$ cat config.mk
export PLATFORM = sky130hd
export DESIGN_NAME = master_tx_serializer
export DESIGN_NICKNAME = d
export VERILOG_FILES = /design/src/rtl/master_tx_serializer.sv
export SDC_FILE = /design/constraint.sdc
export NUM_CORES = 1
export LEC_CHECK = 0
export BUFFER_PORTS_ARGS = -buffer_cell sky130_fd_sc_hd__buf_4
export CORE_MARGIN = 2
export CORE_UTILIZATION = 57
export CTS_CLUSTER_SIZE = 40
export DETAILED_ROUTE_END_ITERATION = 16
export GPL_TIMING_DRIVEN = 0
export MAX_ROUTING_LAYER = met4
export PLACE_DENSITY = 0.92
export SYNTH_ARGS = -nofsm -noshare
export SYNTH_HDL_FRONTEND = slang
export SYNTH_SLANG_ARGS = --single-unit
$ cat constraint.sdc
create_clock -name clk -period 1.95 [get_ports clk]
set_input_delay 0.0975 -clock clk [delete_from_list [all_inputs] [get_ports clk]]
set_output_delay 0.0975 -clock clk [all_outputs]
set_load 0.02 [all_outputs]
$ cat src/rtl/master_tx_serializer.sv
// Master-side bit-serial transmit stage: a parallel request (addr, burst, R/W) plus write beats go out
// one bit per master_valid & slave_ready handshake. Optional macro MASTER_TX_PARITY_EN appends an even-parity bit to each beat.
module master_tx_serializer #(
  parameter int ADDR_LEN  = 12,
  parameter int DATA_LEN  = 8,
  parameter int BURST_LEN = 12
) (
  input  logic                 clk,
  input  logic                 reset,
  input  logic                 req_valid,
  output logic                 req_ready,
  input  logic                 req_write,
  input  logic [ADDR_LEN-1:0]  req_addr,
  input  logic [BURST_LEN-1:0] req_burst,
  input  logic                 data_valid,
  output logic                 data_ready,
  input  logic [DATA_LEN-1:0]  data_in,
  input  logic                 slave_busy,
  input  logic                 slave_ready,
  output logic                 master_valid,
  output logic                 tx_address,
  output logic                 tx_burst,
  output logic                 tx_data,
  output logic                 write_enable,
  output logic                 read_enable,
  output logic                 busy,
  output logic                 done
);

`ifdef MASTER_TX_PARITY_EN
  localparam int SH_W = DATA_LEN + 1;
`else
  localparam int SH_W = DATA_LEN;
`endif
  localparam int MAXB  = (ADDR_LEN > SH_W) ? ADDR_LEN : SH_W;
  localparam int CNT_W = (MAXB > 1) ? $clog2(MAXB) : 1;

  localparam logic [CNT_W-1:0]     ADDR_LAST = CNT_W'(ADDR_LEN - 1);
  localparam logic [CNT_W-1:0]     SH_LAST   = CNT_W'(SH_W - 1);
  localparam logic [CNT_W-1:0]     CNT_ONE   = CNT_W'(1);
  localparam logic [BURST_LEN-1:0] BEAT_ONE  = BURST_LEN'(1);

  typedef enum logic [2:0] {
    ST_IDLE,
    ST_HEADER,
    ST_LOAD,
    ST_SHIFT,
    ST_DONE
  } state_t;

  state_t               state, state_nx;
  logic [ADDR_LEN-1:0]  addr_sh;
  logic [BURST_LEN-1:0] burst_sh;
  logic [BURST_LEN-1:0] burst_q;
  logic [BURST_LEN-1:0] beat_cnt;
  logic                 wr_q;
  logic [SH_W-1:0]      shreg;
  logic [SH_W-1:0]      load_word;
  logic [CNT_W-1:0]     bit_cnt;
  logic                 accept;

`ifdef MASTER_TX_PARITY_EN
  // Parity rides as the top bit of the shift register so it simply falls out after the data bits.
  assign load_word = {^data_in, data_in};
`else
  assign load_word = data_in;
`endif

  assign accept = (state == ST_IDLE) & req_valid & ~slave_busy;

  always_ff @(posedge clk) begin
    if (reset) state <= ST_IDLE;
    else       state <= state_nx;
  end

  always_comb begin
    state_nx     = state;
    req_ready    = 1'b0;
    data_ready   = 1'b0;
    master_valid = 1'b0;
    tx_address   = 1'b0;
    tx_burst     = 1'b0;
    tx_data      = 1'b0;
    write_enable = 1'b0;
    read_enable  = 1'b0;
    busy         = 1'b0;
    done         = 1'b0;
    case (state)
      ST_IDLE: begin
        req_ready = ~slave_busy;
        if (accept) state_nx = ST_HEADER;
      end
      ST_HEADER: begin
        master_valid = 1'b1;
        tx_address   = addr_sh[0];
        tx_burst     = burst_sh[0];
        write_enable = wr_q;
        read_enable  = ~wr_q;
        busy         = 1'b1;
        if (slave_ready && bit_cnt == ADDR_LAST) state_nx = wr_q ? ST_LOAD : ST_DONE;
      end
      ST_LOAD: begin
        write_enable = wr_q;
        busy         = 1'b1;
        data_ready   = data_valid;
        if (data_valid) state_nx = ST_SHIFT;
      end
      ST_SHIFT: begin
        master_valid = 1'b1;
        tx_data      = shreg[0];
        write_enable = wr_q;
        busy         = 1'b1;
        if (slave_ready && bit_cnt == SH_LAST)
          state_nx = (beat_cnt == burst_q) ? ST_DONE : ST_LOAD;
      end
      ST_DONE: begin
        busy     = 1'b1;
        done     = 1'b1;
        state_nx = ST_IDLE;
      end
      default: state_nx = ST_IDLE;
    endcase
    // Reset holds every output low in the same cycle, not just after the edge.
    if (reset) begin
      req_ready    = 1'b0;
      data_ready   = 1'b0;
      master_valid = 1'b0;
      tx_address   = 1'b0;
      tx_burst     = 1'b0;
      tx_data      = 1'b0;
      write_enable = 1'b0;
      read_enable  = 1'b0;
      busy         = 1'b0;
      done         = 1'b0;
    end
  end

  always_ff @(posedge clk) begin
    if (reset) begin
      addr_sh  <= '0;
      burst_sh <= '0;
      burst_q  <= '0;
      beat_cnt <= '0;
      wr_q     <= 1'b0;
      shreg    <= '0;
      bit_cnt  <= '0;
    end else begin
      case (state)
        ST_IDLE: begin
          if (accept) begin
            addr_sh  <= req_addr;
            burst_sh <= req_burst;
            burst_q  <= req_burst;
            wr_q     <= req_write;
            bit_cnt  <= '0;
            beat_cnt <= '0;
          end
        end
        ST_HEADER: begin
          // Zero fill makes tx_burst read 0 once the burst field is exhausted.
          if (slave_ready) begin
            addr_sh  <= addr_sh >> 1;
            burst_sh <= burst_sh >> 1;
            bit_cnt  <= (bit_cnt == ADDR_LAST) ? '0 : bit_cnt + CNT_ONE;
          end
        end
        ST_LOAD: begin
          if (data_valid) begin
            shreg   <= load_word;
            bit_cnt <= '0;
          end
        end
        ST_SHIFT: begin
          if (slave_ready) begin
            shreg <= shreg >> 1;
            if (bit_cnt == SH_LAST) begin
              bit_cnt <= '0;
              // Compare before increment so all-ones burst never wraps.
              if (beat_cnt != burst_q) beat_cnt <= beat_cnt + BEAT_ONE;
            end else begin
              bit_cnt <= bit_cnt + CNT_ONE;
            end
          end
        end
        default: ;
      endcase
    end
  end

endmodule

==> results.py, run 1 <==
metrics = {
    "outcome": {
        "outcome": "complete, no violations",
    },
    "synth": {
        "synthTopCellsByArea": "dfxtp_1 39%, nand2_1 11%, a311oi_1 5.9%",
        "yosysTopAreaCell": "dfxtp_1",
        "synth_top_area_share_pct": 39.3,
        "syn-num-nets": 451,
        "synth_edf_count": 0,
        "ys_warn_count": 0,
        "postSynthCellCount": 410,
        "seq_area_frac_synth_pct": 39.3,
        "syn_area_per_cell_um2": 7.96,
        "ys.flop_type": "dfxtp_1",
        "netlist_area_um2": 3260,
        "yosys_register_bits": 64,
        "async_flop_share_pct": 0,
        "synth_cell_types": 54,
    },
    "worst_hold_path": {
        "hp-class": "in2reg",
    },
    "sta": {
        "setup_tns_ns": 0,
        "fmax_mhz": 525,
        "grt_setup_unrepaired": "yes",
        "slew_violations": 0,
        "setup_violations": 0,
        "fin_crit_sh_pct": 97.7,
        "hold_violations": 0,
        "slew_headroom_pct": 60.9,
        "skew_ns": 0.00725,
        "worstMarginPinSlew_ns": 0.586,
        "fin_crit_ns": 1.91,
    },
    "floorplan": {
        "io_pins": 49,
        "initial_core_util_pct": 59.3,
        "dieArea_um2": 6350,
        "rows": 27,
        "dieWidth_um": 79.7,
        "die_h_um": 79.7,
        "core-area_um2": 5510,
    },
    "critical_path": {
        "critPathMaxFanout": 7,
        "start_kind": "flop",
        "cp_data_arrival_time_ns": 2.18,
        "critPathRequiredTime_ns": 2.23,
        "crit_path_end_kind": "flop",
        "crit_type": "reg2reg",
    },
    "cts": {
        "clock_latency_ns": 0.35,
        "cts_tree": "yes",
        "clkTransAtPathRegs_ns": 0.07,
        "clk_path_buf_depth": 2,
        "root_buffer": "clkbuf_8",
        "cts_buffers": 9,
        "cts_sinks": 64,
        "h-tree-depth": 3,
    },
    "global_routing": {
        "grt_pass1_wl_mm": 14.5,
        "gr-total-overflow": 0,
        "grt_max_degree": 19,
        "grt_pass1_vias": 3136,
        "antenna_found_initial": 0,
        "grt_usage_pct": 29.6,
    },
    "route": {
        "vias": 3385,
        "wl_mm": 8.99,
        "vias_per_cell": 6.15,
        "first_pass_iters": 5,
        "wire_per_inst_um": 16.3,
        "drc_errors": 0,
        "drt_iter0_markers": 344,
        "antenna_left": 0,
    },
    "cells_and_area": {
        "instances_no_fill": 550,
        "diodes": 0,
        "fin_nets": 515,
        "area_growth_pct": 24.8,
        "drive_gt1_share_pct": 23.8,
        "fin_area_um2": 4070,
    },
    "pwr": {
        "irDropWorstVdd_mv": 0.490,
        "pwr_density_cell_nw_per_um2": 790,
        "total_power_mw": 3.22,
        "p_leak_nw": 1.65,
    },
    "placed_design": {
        "place_hpwl_mm": 6.06,
        "place.port_buffers": 47,
        "dp.cells": 529,
        "gp_congestion": 0.971,
        "dpl_cell_area_um2": 3710,
    },
    "flow_run": {
        "maxCapViolCount": 0,
    },
}
placed cells by master (no fill, tap or decap), types with 3 or more instances in the layout:
cell type,netlist,final
nor4b_1,3,3
a31oi_1,5,5
a21oi_1,35,35
clkbuf_8,0,9
a21o_1,3,3
clkbuf_2,0,6
nand2_1,99,98
a41oi_1,5,4
buf_6,2,4
nand3_1,15,15
o21ai_0,4,3
nand2b_1,7,7
a311oi_1,22,22
and3_1,9,9
xor2_1,11,11
clkbuf_1,17,11
buf_4,0,53
nor2_1,41,40
dfxtp_2,0,3
a31oi_2,8,7
buf_2,10,7
nor3b_2,2,4
dfxtp_1,64,59
cell families (layout without fill, tap and decap cells):
kind of cell | Yosys count | in the layout | synth area share, %
XOR/XNOR | 13 | 13 | 3.72
adder cells (fa/ha/maj) | 2 | 2 | 0.767
buffers and inverters | 32 | 100 | 4.52
AND/OR/NAND/NOR | 202 | 202 | 29.2
multiplexers | 1 | 1 | 0.307
AO/OA/AOI/OAI | 96 | 96 | 22.2
flip-flops | 64 | 64 | 39.3
through the flow:
stage | hold WS (ns) | util [%] | setup WS [ns]
global placement | 0.366 | 67.3 | 0.0573
finish | 0.000794 | 74.0 | 0.0444
floorplan | 0.233 | - | 0.0457
global route | 0.0241 | 74.0 | -0.0728
detailed placement | 0.369 | 67.3 | 0.00784
CTS | 0.00485 | 71.5 | 0.00457
critical path: stages, from the launching register on:
cell	delay [ns]
dfxtp_4	0.38
xor2_1	0.18
nor4_4	0.31
nand3_2	0.17
a311o_1	0.46
buf_6	0.17
a31oi_4	0.16
flip-flops by register name, summed over array words and instances, names as in the netlist:
signal	count
burst_sh	12
beat_cnt	12
addr_sh	12
burst_q	12
wr_q	1
state	3
bit_cnt	4
shreg	8
per-layer routing:
metal  GRT usage [%]  part of all wire [%]  up-vias  routed length (um)
met5               -                     0        -                   0
met4            15.0                   3.6        0                 321
met3            5.20                   6.4       32                 571
met2            45.7                    49      155                4360
met1            37.4                    41     1608                3730
li1                -                     -     1590                   -
timing repair:
item | 4_1_cts | 5_1_grt
resized for setup | 7 | 39
hold buffers | 2 | 0
pin swaps | 0 | 4
cloned | 0 | 1
endpoints found under the hold margin | 2 | 0
setup endpoints to repair | 9 | 38
buffers inserted | 0 | 4
cell type report:
cell class	count	area [um2]
Buffer	29	159
Clock buffer	11	131
Clock inverter	4	70.1
Fill cell	399	1430
Inverter	2	7.51
Multi-Input combinational cell	314	1910
Sequential cell	64	1290
Tap cell	72	90.1
Timing Repair Buffer	54	414
worst paths after layout:
check                           cells after the start  slack [ns]          from     endpoint
worst max-delay path                                6        0.04   beat_cnt[4]  beat_cnt[6]
worst max register to register                      6        0.04   beat_cnt[4]  beat_cnt[6]
worst min register to register                      2        0.48    burst_q[6]   burst_q[6]
worst min-delay path                                3      0.0008  req_burst[9]   burst_q[9]
power by group:
| part | switching, mW | internal, mW |
|---|---|---|
| registers | 0.0467 | 1.38 |
| clock network | 0.525 | 0.709 |
| logic | 0.326 | 0.232 |
| total | 0.897 | 2.32 |
synth_stat cells (2+ instances only):
library cell	number
a21o_1	3
a21oi_1	35
a311oi_1	22
a31oi_1	5
a31oi_2	8
a41oi_1	5
and3_1	9
and4_1	2
buf_2	10
buf_6	2
clkbuf_1	17
dfxtp_1	64
ha_1	2
inv_1	2
nand2_1	99
nand2b_1	7
nand3_1	15
nand4_1	2
nor2_1	41
nor2b_1	2
nor3_1	3
nor3b_1	4
nor3b_2	2
nor4_1	3
nor4b_1	3
o21ai_0	4
or3_1	2
xor2_1	11
No activity file was read; power rests on OpenSTA's default activity.
==> run 2: changes to the inputs <==
==> constraint.sdc (replaced) <==
create_clock -name clk -period 1.95 [get_ports clk]
set_input_delay 0.0975 -clock clk [delete_from_list [all_inputs] [get_ports clk]]
set_output_delay 0.0975 -clock clk [all_outputs]
set_load 0.005 [all_outputs]
==> run 2 against run 1 <==
Effect of this change:
- register-to-register slack is essentially flat
- sequential power about the same
- utilization decreased by 0.11 points
- critical path type unchanged
- largest cell class unchanged
- largest power group unchanged
==> results.py, run 2 (synthesis gave the netlist of run 1 again) <==
metrics = {
    "sta": {
        "hold_violations": 0,
        "grt_setup_unrepaired": "yes",
        "fin_ws_ns": 0.0464,
        "setup_violations": 0,
        "fin_crit_sh_pct": 97.6,
        "slew_violations": 0,
        "skew_ns": 0.00751,
        "fmax_mhz": 525,
        "slew_headroom_pct": 60.8,
        "fin_crit_ns": 1.90,
        "worstMarginPinSlew_ns": 0.588,
    },
    "floorplan": {
        "rows": 27,
        "die_h_um": 79.7,
        "io_pins": 49,
        "initial_core_util_pct": 59.3,
        "core-area_um2": 5510,
        "dieWidth_um": 79.7,
        "dieArea_um2": 6350,
    },
    "global_routing": {
        "grt_max_degree": 19,
        "grt_pass1_vias": 3136,
        "antenna_found_initial": 0,
        "grt_pass1_wl_mm": 14.5,
        "grt_usage_pct": 29.6,
        "gr-total-overflow": 0,
    },
    "route": {
        "antenna_left": 0,
        "first_pass_iters": 5,
        "wl_mm": 9.00,
        "drt_iter0_markers": 360,
        "drc_errors": 0,
        "vias": 3411,
        "vias_per_cell": 6.20,
        "wire_per_inst_um": 16.4,
    },
    "placed_design": {
        "dpl_cell_area_um2": 3710,
        "place.port_buffers": 47,
        "place_hpwl_mm": 6.06,
        "gp_congestion": 0.971,
        "pre_cts_ws_ns": 0.00784,
    },
    "critical_path": {
        "startpoint": "beat_cnt[4]",
        "worst_r2r_path_depth": 6,
        "critPathMaxFanout": 7,
        "crit_slowest_cell": "a311o_1",
        "path_buf_inv": 1,
        "start_kind": "flop",
        "r2r_slack_ns": 0.05,
        "path_cells": "xor2_1 > nor4_4 > nand3_2 > a311o_1 > buf_6 > a31oi_4",
        "crit_end": "beat_cnt[6]",
        "slowest_delay_ns": 0.46,
        "crit_type": "reg2reg",
        "worstReg2RegEnd": "beat_cnt[6]",
        "critPathRequiredTime_ns": 2.22,
        "crit_path_end_kind": "flop",
        "cp.depth": 6,
        "r2r_start": "beat_cnt[4]",
        "cp_data_arrival_time_ns": 2.18,
        "critical-path-top-delay-family": "compound AO/OA/AOI/OAI gates",
    },
    "pwr": {
        "irDropWorstVdd_mv": 0.489,
        "p_leak_nw": 1.64,
        "pwr_density_cell_nw_per_um2": 789,
    },
    "cts": {
        "cts_buffers": 9,
        "h-tree-depth": 3,
        "clk_path_buf_depth": 2,
        "clock_latency_ns": 0.35,
        "root_buffer": "clkbuf_8",
        "cts_sinks": 64,
        "cts_tree": "yes",
        "clkTransAtPathRegs_ns": 0.07,
    },
    "cells_and_area": {
        "drive_gt1_share_pct": 23.4,
        "fin_nets": 515,
        "diodes": 0,
        "area_growth_pct": 24.7,
        "layout_common_cells": "98 x nand2_1, 59 x dfxtp_1, 52 x buf_4",
        "fin_area_um2": 4070,
        "layout_commonest_cell": "nand2_1",
        "fillers": 398,
    },
    "outcome": {
        "outcome": "complete, no violations",
    },
    "worst_hold_path": {
        "hp-class": "in2reg",
    },
    "flow_run": {
        "maxCapViolCount": 0,
    },
}
-- run 2: changes by cell type in the layout (fill, tap and decap cells not counted), sizes merged --
cell,delta
buf,-1
clkbuf,+1
-- run 2: worst min-delay path by stage --
stage                   from     endpoint  depth (start not counted)
6_report        req_burst[9]   burst_q[9]                          3
4_1_cts         req_burst[9]   burst_q[9]                          3
2_1_floorplan     slave_busy    req_ready                          1
3_5_place_dp   req_burst[10]  burst_q[10]                          3
3_3_place_gp   req_burst[10]  burst_q[10]                          3
5_1_grt            req_write         wr_q                          3
-- run 2: layout make-up --
class	count	area, um2	area share (%)
multi-input cells	314	1900	46.8
repair buffers	54	414	10.2
inverters	2	7.51	0.185
flip-flops and latches	64	1290	31.8
plain buffers	29	158	3.88
well taps	72	90.1	2.21
clock buffers	11	131	3.23
clock inverters	4	70.1	1.72
-- run 2: tightest hold or removal path: stages --
cell	delay, ns
buf_4	0.11
nand2_1	0.05
a21oi_1	0.05
-- run 2: repair_timing --
action                     in CTS  in global routing
hold buffers                    2                  0
setup endpoints to repair       9                 37
gates cloned                    0                  1
hold endpoints to repair        2                  0
buffers inserted                0                  4
resized for setup               7                 35
pin swaps                       0                  4
-- run 2: power by group --
group          switching, mW  internal, mW
Clock                  0.527         0.710
Sequential            0.0464          1.38
Combinational          0.317         0.231
Total                  0.890          2.32
-- run 2: per-stage QoR --
stage	TNS, ns	util, %	instances	hold slack (ns)	power (mW)
after floorplan	0	-	410	0.230	1.77
after global placement	0	67.3	529	0.366	1.92
after detailed placement	0	67.3	529	0.369	1.94
after CTS	0	71.5	545	0.00485	3.15
after global routing	-0.199	73.9	550	0.0241	3.33
final	0	73.9	550	0.00304	3.21
-- run 2: metal layers --
layer | wire [um] | vias up | part of all wire (%) | track usage (%)
li1 | - | 1592 | - | -
met1 | 3720 | 1626 | 41 | 37.4
met2 | 4370 | 163 | 49 | 45.7
met3 | 590 | 30 | 6.6 | 5.20
met4 | 320 | 0 | 3.6 | 15.0
met5 | 0 | - | 0 | -
==> run 3: changes to the inputs <==
--- a/config.mk
+++ b/config.mk
@@ -12,7 +12,7 @@
 export DETAILED_ROUTE_END_ITERATION = 16
 export GPL_TIMING_DRIVEN = 0
 export MAX_ROUTING_LAYER = met4
-export PLACE_DENSITY = 0.92
+export PLACE_DENSITY = 0.8
 export SYNTH_ARGS = -nofsm -noshare
 export SYNTH_HDL_FRONTEND = slang
 export SYNTH_SLANG_ARGS = --single-unit
==> run 3 against run 2 <==
Effect of this change:
- design area fell by 1.6%
- clock skew rose by 0.00081 ns
- die area did not move
- critical path type unchanged
- worst hold slack improved by 0.0028 ns
- global-route usage shrank 2.7 points
- critical endpoint is now beat_cnt[4]
- combinational power is 5.8% lower
- sequential share of layout area is 0.44 points higher
- via count is 6.0% lower
- highest routed layer unchanged
- clock-buffer cell count decreased by 1
- non-clock buffer count is 4 lower
- largest power group unchanged
- total power down 2.7%
- clock power down 5%
==> results.py, run 3 (synthesis gave the netlist of run 1 again) <==
metrics = {
    "global_routing": {
        "antenna_found_initial": 0,
        "grt_usage_pct": 27.0,
        "grt_pass1_vias": 2884,
        "gr-total-overflow": 0,
        "grt_max_degree": 19,
        "grt_pass1_wl_mm": 13.2,
    },
    "cts": {
        "clk_path_buf_depth": 2,
        "clkTransAtPathRegs_ns": 0.07,
        "cts_sinks": 64,
        "clock_latency_ns": 0.34,
        "cts_buffers": 9,
        "h-tree-depth": 3,
        "cts_hold_buf": 0,
        "cts_tree": "yes",
        "root_buffer": "clkbuf_8",
    },
    "critical_path": {
        "startpoint": "beat_cnt[4]",
        "worst_r2r_path_depth": 6,
        "worstReg2RegEnd": "beat_cnt[4]",
        "r2r_slack_ns": 0.08,
        "cp_data_arrival_time_ns": 2.13,
        "crit_end": "beat_cnt[4]",
        "critPathRequiredTime_ns": 2.22,
        "r2r_start": "beat_cnt[4]",
        "critPathMaxFanout": 10,
        "crit_type": "reg2reg",
        "crit_path_end_kind": "flop",
        "start_kind": "flop",
    },
    "route": {
        "wl_mm": 7.90,
        "vias": 3205,
        "wire_per_inst_um": 14.4,
        "first_pass_iters": 4,
        "drt_iter0_markers": 175,
        "drc_errors": 0,
        "antenna_left": 0,
        "vias_per_cell": 5.86,
    },
    "cells_and_area": {
        "fin_util_pct": 72.7,
        "fin_nets": 511,
        "diodes": 0,
        "fillers": 443,
        "area_growth_pct": 22.7,
        "layout_commonest_cell": "nand2_1",
        "drive_gt1_share_pct": 23.4,
        "layout_common_cells": "98 x nand2_1, 59 x dfxtp_1, 52 x buf_4",
    },
    "floorplan": {
        "core-area_um2": 5510,
        "initial_core_util_pct": 59.3,
        "io_pins": 49,
        "dieArea_um2": 6350,
        "die_h_um": 79.7,
        "dieWidth_um": 79.7,
        "rows": 27,
    },
    "pwr": {
        "pwr_density_cell_nw_per_um2": 780,
        "p_clk_share_pct": 37.9,
        "power_frac_seq_pct": 45.6,
        "comb_power_share_pct": 16.5,
        "irDropWorstVdd_mv": 0.572,
        "switchingPower_uw": 898,
        "p_leak_nw": 1.61,
        "total_power_mw": 3.12,
        "p_int_mw": 2.23,
        "switching_share_pct": 28.7,
    },
    "sta": {
        "fin_crit_ns": 1.87,
        "fmax_mhz": 535,
        "grt_setup_unrepaired": "yes",
        "setup_violations": 0,
        "fin_crit_sh_pct": 95.8,
        "setup_tns_ns": 0,
        "slew_headroom_pct": 64.4,
        "slew_violations": 0,
        "hold_violations": 0,
        "skew_ns": 0.00832,
        "worstMarginPinSlew_ns": 0.534,
        "holdWs_ns": 0.00588,
    },
    "worst_hold_path": {
        "hp-class": "in2reg",
        "min_path_cells": 3,
    },
    "flow_run": {
        "maxCapViolCount": 0,
    },
    "placed_design": {
        "gp_congestion": 0.883,
        "place_hpwl_mm": 5.66,
        "place.port_buffers": 47,
    },
    "outcome": {
        "outcome": "complete, no violations",
    },
}
[run 3: power groups by stage]
stage | clock network [mW] | registers [mW] | logic (mW)
4_1_cts | 1.18 | 1.43 | 0.490
2_1_floorplan | 0 | 1.45 | 0.325
3_5_place_dp | 0 | 1.46 | 0.485
5_1_grt | 1.25 | 1.43 | 0.574
3_3_place_gp | 0 | 1.45 | 0.475
6_report | 1.18 | 1.43 | 0.516
[run 3: critical path: stages, from the launching register on]
cell and delay, ns:
dfxtp_4 0.37, xor2_1 0.17, nor4_4 0.31, nand3_2 0.18
a311o_1 0.43, buf_6 0.17, a31oi_2 0.16
[run 3: timing repair]
| item | in CTS | in global routing |
|---|---|---|
| endpoints found under the hold margin | 0 | 0 |
| resized for setup | 7 | 23 |
| endpoints found under the setup margin | 8 | 37 |
| setup buffers | 0 | 3 |
| pin swaps | 0 | 4 |
[run 3: final cells by class]
| class | instances | area [um2] | area share, % |
|---|---|---|---|
| tap | 72 | 90.1 | 2.25 |
| inverter | 2 | 7.51 | 0.188 |
| clock buffer | 10 | 138 | 3.44 |
| buffer | 29 | 150 | 3.75 |
| timing repair buffer | 50 | 375 | 9.38 |
| multi-input combinational | 314 | 1890 | 47.1 |
| clock inverter | 6 | 67.6 | 1.69 |
| sequential | 64 | 1290 | 32.2 |
[run 3: worst min-delay path by stage]
stage,startpoint,slack (ns),endpoint
2_1_floorplan,slave_busy,0.23,req_ready
3_3_place_gp,req_write,0.36,wr_q
3_5_place_dp,req_write,0.37,wr_q
4_1_cts,req_write,0.004,wr_q
5_1_grt,req_write,0.006,wr_q
6_report,req_write,0.006,wr_q
[run 3: per-stage QoR]
stage          setup slack, ns  instance area, um2  cells
2_1_floorplan            0.248                3260    410
3_3_place_gp            0.0543                3710    529
3_5_place_dp          -0.00201                3710    529
4_1_cts                0.00315                3920    544
5_1_grt                -0.0251                4000    547
6_report                0.0823                4000    547
[run 3: per-layer routing]
metal / routed length, um / vias up / share of wire [%] / GRT usage [%]
li1: - / 1584 / - / -
met1: 3700 / 1509 / 47 / 35.0
met2: 3720 / 99 / 47 / 42.3
met3: 372 / 13 / 4.7 / 4.75
met4: 110 / 0 / 1.4 / 9.83
met5: 0 / - / 0 / -
